$ cat src/rtl/bus_timer.sv
// Memory-mapped machine timer: 64-bit MTIME with prescaler, 64-bit MTIMECMP compare,
// level interrupt, and a 32-byte register window with byte-lane writes and zero-latency reads.
module bus_timer #(
  parameter logic [31:0] BASE_ADDRESS   = 32'hFFFF_FF00,
  parameter logic [31:0] PRESCALE_RESET = 32'h0000_0000
) (
  input  logic        clock,
  input  logic        reset,
  input  logic [31:0] bus_address,
  input  logic [31:0] bus_write_data,
  input  logic [3:0]  bus_byte_enable,
  input  logic        bus_read_enable,
  input  logic        bus_write_enable,
  output logic [31:0] bus_read_data,
  output logic        timer_irq
);

  localparam logic [2:0] OffMtimeLo = 3'd0;
  localparam logic [2:0] OffMtimeHi = 3'd1;
  localparam logic [2:0] OffCmpLo   = 3'd2;
  localparam logic [2:0] OffCmpHi   = 3'd3;
  localparam logic [2:0] OffCtrl    = 3'd4;
  localparam logic [2:0] OffPre     = 3'd5;

  logic [63:0] r_mtime;
  logic [63:0] r_mtimecmp;
  logic        r_en;
  logic        r_irq_en;
  logic [31:0] r_prescale;
  logic [31:0] r_pcnt;

  logic        w_hit;
  logic [2:0]  w_offset;
  logic [7:0]  w_wr_sel;
  logic        w_tick;
  logic [31:0] w_ctrl_q;
  logic [31:0] w_ctrl_d;
  logic [31:0] w_read_mux;
  logic        w_unused_addr;

  function automatic logic [31:0] merge_bytes(input logic [31:0] old_val,
                                               input logic [31:0] new_val,
                                               input logic [3:0]  strobe);
    logic [31:0] res;
    for (int i = 0; i < 4; i++) begin
      res[8*i +: 8] = strobe[i] ? new_val[8*i +: 8] : old_val[8*i +: 8];
    end
    return res;
  endfunction

  assign w_hit         = (bus_address[31:5] == BASE_ADDRESS[31:5]);
  assign w_offset      = bus_address[4:2];
  assign w_unused_addr = ^bus_address[1:0];
  assign w_wr_sel      = (bus_write_enable && w_hit) ? (8'b1 << w_offset) : 8'b0;
  assign w_tick        = r_en && (r_pcnt == r_prescale);
  assign w_ctrl_q      = {30'b0, r_irq_en, r_en};
  assign w_ctrl_d      = merge_bytes(w_ctrl_q, bus_write_data, bus_byte_enable);

  always_ff @(posedge clock) begin
    if (reset) begin
      r_mtime    <= 64'h0;
      r_mtimecmp <= 64'hFFFF_FFFF_FFFF_FFFF;
      r_en       <= 1'b0;
      r_irq_en   <= 1'b0;
      r_prescale <= PRESCALE_RESET;
      r_pcnt     <= 32'h0;
    end else begin
      // A bus write to either MTIME half swallows a coincident tick for all 64 bits.
      if (w_wr_sel[OffMtimeLo] || w_wr_sel[OffMtimeHi]) begin
        if (w_wr_sel[OffMtimeLo]) begin
          r_mtime[31:0] <= merge_bytes(r_mtime[31:0], bus_write_data, bus_byte_enable);
        end
        if (w_wr_sel[OffMtimeHi]) begin
          r_mtime[63:32] <= merge_bytes(r_mtime[63:32], bus_write_data, bus_byte_enable);
        end
      end else if (w_tick) begin
        r_mtime <= r_mtime + 64'd1;
      end

      if (w_wr_sel[OffCmpLo]) begin
        r_mtimecmp[31:0] <= merge_bytes(r_mtimecmp[31:0], bus_write_data, bus_byte_enable);
      end
      if (w_wr_sel[OffCmpHi]) begin
        r_mtimecmp[63:32] <= merge_bytes(r_mtimecmp[63:32], bus_write_data, bus_byte_enable);
      end

      if (w_wr_sel[OffCtrl]) begin
        r_en     <= w_ctrl_d[0];
        r_irq_en <= w_ctrl_d[1];
      end

      if (w_wr_sel[OffPre]) begin
        r_prescale <= merge_bytes(r_prescale, bus_write_data, bus_byte_enable);
      end

      if (w_wr_sel[OffPre] || (w_wr_sel[OffCtrl] && !r_en && w_ctrl_d[0])) begin
        r_pcnt <= 32'h0;
      end else if (r_en) begin
        r_pcnt <= w_tick ? 32'h0 : r_pcnt + 32'd1;
      end
    end
  end

  always_comb begin
    w_read_mux = 32'h0;
    case (w_offset)
      OffMtimeLo: w_read_mux = r_mtime[31:0];
      OffMtimeHi: w_read_mux = r_mtime[63:32];
      OffCmpLo:   w_read_mux = r_mtimecmp[31:0];
      OffCmpHi:   w_read_mux = r_mtimecmp[63:32];
      OffCtrl:    w_read_mux = w_ctrl_q;
      OffPre:     w_read_mux = r_prescale;
      default:    w_read_mux = 32'h0;
    endcase
  end

  assign bus_read_data = (bus_read_enable && w_hit) ? w_read_mux : 32'h0;
  assign timer_irq     = r_irq_en && (r_mtime >= r_mtimecmp);

endmodule

$ cat config.mk
export PLATFORM = sky130hd
export DESIGN_NAME = bus_timer
export DESIGN_NICKNAME = d
export VERILOG_FILES = /design/src/rtl/bus_timer.sv
export SDC_FILE = /design/constraint.sdc
export NUM_CORES = 1
export LEC_CHECK = 0
export ABC_CLOCK_PERIOD_IN_PS = 7200
export CAP_MARGIN = 0
export CORE_MARGIN = 4
export CORE_UTILIZATION = 50
export DETAILED_ROUTE_END_ITERATION = 10
export GPL_ROUTABILITY_DRIVEN = 0
export MAX_ROUTING_LAYER = met4
export PLACE_DENSITY = 0.7
export SYNTH_ARGS = -nofsm -noshare
export SYNTH_HDL_FRONTEND = slang
export SYNTH_SLANG_ARGS = --single-unit
export TNS_END_PERCENT = 100
$ cat constraint.sdc
create_clock -name clock -period 7.2 [get_ports clock]
set_input_delay 1.8 -clock clock [delete_from_list [all_inputs] [get_ports clock]]
set_output_delay 1.8 -clock clock [all_outputs]
set_load 0.005 [all_outputs]
==> results of run 1 <==
## cell usage in the layout (no fill, tap or decap), drive strengths merged, types with 46 or more instances in the layout
cell type | netlist | routed
dfxtp | 194 | 194
nand4 | 48 | 48
ha | 66 | 66
nand3 | 65 | 65
nor2 | 182 | 182
nand2 | 151 | 151
clkdlybuf4s50 | 0 | 98
o211ai | 51 | 51
mux2i | 65 | 65
o21ai | 72 | 72
a21oi | 121 | 121
xor2 | 46 | 46
inv | 78 | 87
## cells by family (layout without fill, tap and decap cells)
family,count (synthesis),count (layout)
xor+xnor,62,62
fa+ha+maj,66,66
flops,194,194
compound gates,396,396
simple gates,629,629
mux,86,86
buf+inv,180,229
## per-layer routing
| layer | global-route usage | vias to the layer above |
|---|---|---|
| met3 | 0.0798 | 132 |
| met4 | 0.116 | 0 |
| met5 | - | - |
| li1 | - | 5930 |
| met2 | 0.471 | 798 |
| met1 | 0.443 | 6091 |
## power by group
part	leakage (uW)	switching [uW]	total, uW	internal [uW]
Combinational	0.00422	101	160	58.9
Sequential	0.00156	0.000000255	1070	1070
Clock	0.000274	491	951	460
Total	0.00606	592	2180	1590
## flip-flops by register name (all words and copies together), names as in the netlist
register    cells
r_mtimecmp     64
r_pcnt         32
r_irq_en        1
r_en            1
r_prescale     32
r_mtime        64
## worst paths after layout
check / end / cells past startpoint / start / slack [ps]
setup / recovery: bus_read_data[5] / 7 / bus_address[6] / 540
hold / removal: r_mtimecmp[47] / 1 / r_mtimecmp[47] / 500
setup reg to reg: r_mtime[60] / 8 / r_mtime[1] / 3850
hold reg to reg: r_mtimecmp[47] / 1 / r_mtimecmp[47] / 500
## worst max-delay path: cells and delay by family
kind / cells / cell delay [ps]
buffers and inverters: 2 / 960
and+or+nand+nor: 3 / 1230
AOI/OAI and AO/OA: 2 / 870
## layout make-up
class,instances,share of cell area
timing repair buffer,119,0.0799
inverter,78,0.0202
clock buffer,17,0.0294
multi-input combinational,1239,0.564
clock inverter,15,0.00951
tap,330,0.0285
sequential,194,0.268
## per-stage QoR
| step | hold WS [ps] | cells | cell area, um2 | total power (uW) |
|---|---|---|---|---|
| after global placement | 472 | 1960 | 13900 | 1250 |
| after CTS | 496 | 1992 | 14500 | 2180 |
| after detailed placement | 478 | 1960 | 13900 | 1250 |
| final | 501 | 1992 | 14500 | 2180 |
| after global routing | 527 | 1992 | 14500 | 2230 |
| after floorplan | 453 | 1613 | 12800 | 1160 |
==> report_table.html, run 1 <==
<table>
<tr><th>Metric</th><th>Value</th></tr>
<tr><th colspan="2">Critical path</th></tr>
<tr><td>Critical Path Sink Type</td><td>primary output</td></tr>
<tr><td>CP Cell Sequence</td><td>clkdlybuf4s50_1, or4b_4, nor4_4, nand3_1, a21o_1, a21oi_1, clkdlybuf4s50_1</td></tr>
<tr><td>WS Path Type</td><td>primary input to primary output</td></tr>
<tr><td>Crit path max fanout</td><td>30</td></tr>
<tr><td>Type of origin of the critical path</td><td>primary input</td></tr>
<tr><td>Most used cell along the critical path</td><td>clkdlybuf4s50_1</td></tr>
<tr><td>WP data required</td><td>5400 ps</td></tr>
<tr><td>Endpoint arrival time on the critical path</td><td>4860 ps</td></tr>
<tr><td>Slowest stage cell, crit path</td><td>a21o_1</td></tr>
<tr><td>Delay of the slowest cell on the worst path</td><td>580 ps</td></tr>
<tr><th colspan="2">Floorplan</th></tr>
<tr><td>Floorplan row count</td><td>58</td></tr>
<tr><td>Ports</td><td>105</td></tr>
<tr><td>Core outline area</td><td>0.0251 mm2</td></tr>
<tr><td>Initial standard-cell utilization of the core</td><td>0.508</td></tr>
<tr><td>Die footprint</td><td>0.0281 mm2</td></tr>
<tr><td>Die width</td><td>168 um</td></tr>
<tr><td>Chip Height</td><td>168 um</td></tr>
<tr><th colspan="2">STA</th></tr>
<tr><td>Slew at the pin closest to its max-slew limit</td><td>1080 ps</td></tr>
<tr><td>Setup-failing EPs final</td><td>0</td></tr>
<tr><td>Period utilisation layout</td><td>0.925</td></tr>
<tr><td>Number of hold violations in the final report</td><td>0</td></tr>
<tr><td>Max-slew violation count</td><td>0</td></tr>
<tr><td>Headroom to the max-slew limit</td><td>0.276</td></tr>
<tr><td>Setup_tns</td><td>0 ps</td></tr>
<tr><td>PnR worst setup slack</td><td>538 ps</td></tr>
<tr><td>Unrepaired setup endpoints after global routing</td><td>false</td></tr>
<tr><td>Fmax</td><td>0.150 GHz</td></tr>
<tr><td>Setup skew after layout</td><td>15.3 ps</td></tr>
<tr><td>Minimum period implied by the final worst setup slack</td><td>6660 ps</td></tr>
<tr><th colspan="2">Synthesis</th></tr>
<tr><td>Cell type with the highest aggregate area in the netlist</td><td>dfxtp_1</td></tr>
<tr><td>Most frequently used cell type in the post-synthesis netlist</td><td>dfxtp_1</td></tr>
<tr><td>Number of warning messages in the yosys log</td><td>0</td></tr>
<tr><td>Synth async-reset ratio</td><td>0</td></tr>
<tr><td>Dominant cells by area after synthesis</td><td>dfxtp_1, ha_1, nor2_1</td></tr>
<tr><td>Dominant combinational cell family by area after synthesis</td><td>simple AND/OR/NAND/NOR gates</td></tr>
<tr><td>Share of synthesized area occupied by flip-flops and latches</td><td>0.304</td></tr>
<tr><td>Area share of the largest cell type after synthesis</td><td>0.304</td></tr>
<tr><td>Post-synthesis adder-cell area fraction</td><td>0.0647</td></tr>
<tr><td>Nets in the synthesized netlist</td><td>1,751</td></tr>
<tr><td>Most used flip-flop cell after synthesis</td><td>dfxtp_1</td></tr>
<tr><td>Distinct cell type count after synthesis</td><td>79</td></tr>
<tr><td>Avg Cell Area, Syn</td><td>7.91 um2</td></tr>
<tr><td>Post-synthesis compound-gate area fraction</td><td>0.201</td></tr>
<tr><td>Post-synth EDFFs</td><td>0</td></tr>
<tr><td>Number of synthesized register bits</td><td>194</td></tr>
<tr><td>Cell area after synthesis</td><td>0.0128 mm2</td></tr>
<tr><td>Commonest cells in the netlist</td><td>dfxtp_1, nor2_1, nand2_1, a21oi_1, inv_1</td></tr>
<tr><td>Proportion of synthesized area in mux cells</td><td>0.0854</td></tr>
<tr><td>Xor and xnor area share after synthesis</td><td>0.0426</td></tr>
<tr><td>Cell count after synthesis</td><td>1,613</td></tr>
<tr><td>Fraction of the mapped netlist area in simple logic gates</td><td>0.245</td></tr>
<tr><th colspan="2">Detailed routing</th></tr>
<tr><td>Routed wire length on met3</td><td>5510 um</td></tr>
<tr><td>Via Count</td><td>13,000</td></tr>
<tr><td>Detailed-router iteration count before antenna repair</td><td>7</td></tr>
<tr><td>Length of routed met2 wiring</td><td>19,500 um</td></tr>
<tr><td>Via density</td><td>6.50</td></tr>
<tr><td>Starting DRC count in detailed routing</td><td>2,040</td></tr>
<tr><td>Detailed Route WL</td><td>45,400 um</td></tr>
<tr><td>Highest metal layer with signal wires</td><td>met4</td></tr>
<tr><td>Met1 layer wirelength in the final routing</td><td>18,600 um</td></tr>
<tr><td>Antenna viol nets, final</td><td>0</td></tr>
<tr><td># DRC</td><td>0</td></tr>
<tr><td>Routed wire length per instance</td><td>22.8 um</td></tr>
<tr><th colspan="2">Clocking</th></tr>
<tr><td>CTS tree</td><td>yes</td></tr>
<tr><td>Clock slew at reported path FFs</td><td>80 ps</td></tr>
<tr><td>Worst-skew pair later-pin latency</td><td>450 ps</td></tr>
<tr><td>Number of clock sinks</td><td>194</td></tr>
<tr><td>Hold_buf cts</td><td>0</td></tr>
<tr><td>CTS buffer count</td><td>17</td></tr>
<tr><td>H-tree depth</td><td>4</td></tr>
<tr><td>Cells resized by post-CTS repair</td><td>0</td></tr>
<tr><td>Maximum buffer depth of the clock tree</td><td>2</td></tr>
<tr><td>Number of buffers inserted by post-CTS setup repair</td><td>0</td></tr>
<tr><td>Root Buffer Master</td><td>clkbuf_16</td></tr>
<tr><th colspan="2">Global route</th></tr>
<tr><td>Final global-route overflow total</td><td>0</td></tr>
<tr><td>Global routing usage summed across all routing layers</td><td>0.325</td></tr>
<tr><td>First-pass GRT wire length</td><td>70,100 um</td></tr>
<tr><td>Initial antenna violation count</td><td>1</td></tr>
<tr><td>Vias in the first global route</td><td>12,100</td></tr>
<tr><td>Maximum number of pins on one net before global-route repair</td><td>54</td></tr>
<tr><th colspan="2">Layout</th></tr>
<tr><td>Area of the multi-input gates</td><td>0.00816 mm2</td></tr>
<tr><td>Inserted Diodes</td><td>0</td></tr>
<tr><td>Area Overhead vs Synth</td><td>13.4%</td></tr>
<tr><td>Final standard cell utilization of the core</td><td>0.576</td></tr>
<tr><td>Area used by sequential logic in the layout</td><td>0.00388 mm2</td></tr>
<tr><td>Filler instances</td><td>2,372</td></tr>
<tr><td>Total number of nets in the final design</td><td>1,787</td></tr>
<tr><td>Fraction of final layout cells with drive strength greater than 1</td><td>0.0578</td></tr>
<tr><th colspan="2">Power</th></tr>
<tr><td>Largest voltage drop on the vdd net</td><td>133 uV</td></tr>
<tr><td>Leakage power total</td><td>0.00606 uW</td></tr>
<tr><td>Power density cells</td><td>151 mW/mm2</td></tr>
<tr><th colspan="2">Placed design</th></tr>
<tr><td>Count of buffers from port buffering</td><td>102</td></tr>
<tr><td>Placement-stage worst setup slack</td><td>526 ps</td></tr>
<tr><td>Post-detail-place hpwl</td><td>33,000 um</td></tr>
<tr><th colspan="2">Outcome</th></tr>
<tr><td>Run status</td><td>finished clean</td></tr>
<tr><th colspan="2">Worst hold path</th></tr>
<tr><td>Worst min-delay path category</td><td>flop to flop</td></tr>
<tr><th colspan="2">Flow run</th></tr>
<tr><td>Count of maximum capacitance violations</td><td>0</td></tr>
</table>
No activity file was read; power rests on OpenSTA's default activity.
==> run 2: changes to the inputs <==
--- a/config.mk
+++ b/config.mk
@@ -6,7 +6,6 @@
 export NUM_CORES = 1
 export LEC_CHECK = 0
 export ABC_CLOCK_PERIOD_IN_PS = 7200
-export CAP_MARGIN = 0
 export CORE_MARGIN = 4
 export CORE_UTILIZATION = 50
 export DETAILED_ROUTE_END_ITERATION = 10
==> results of run 2 <==
Final layout, timing and power as in run 1 (identical DEF).
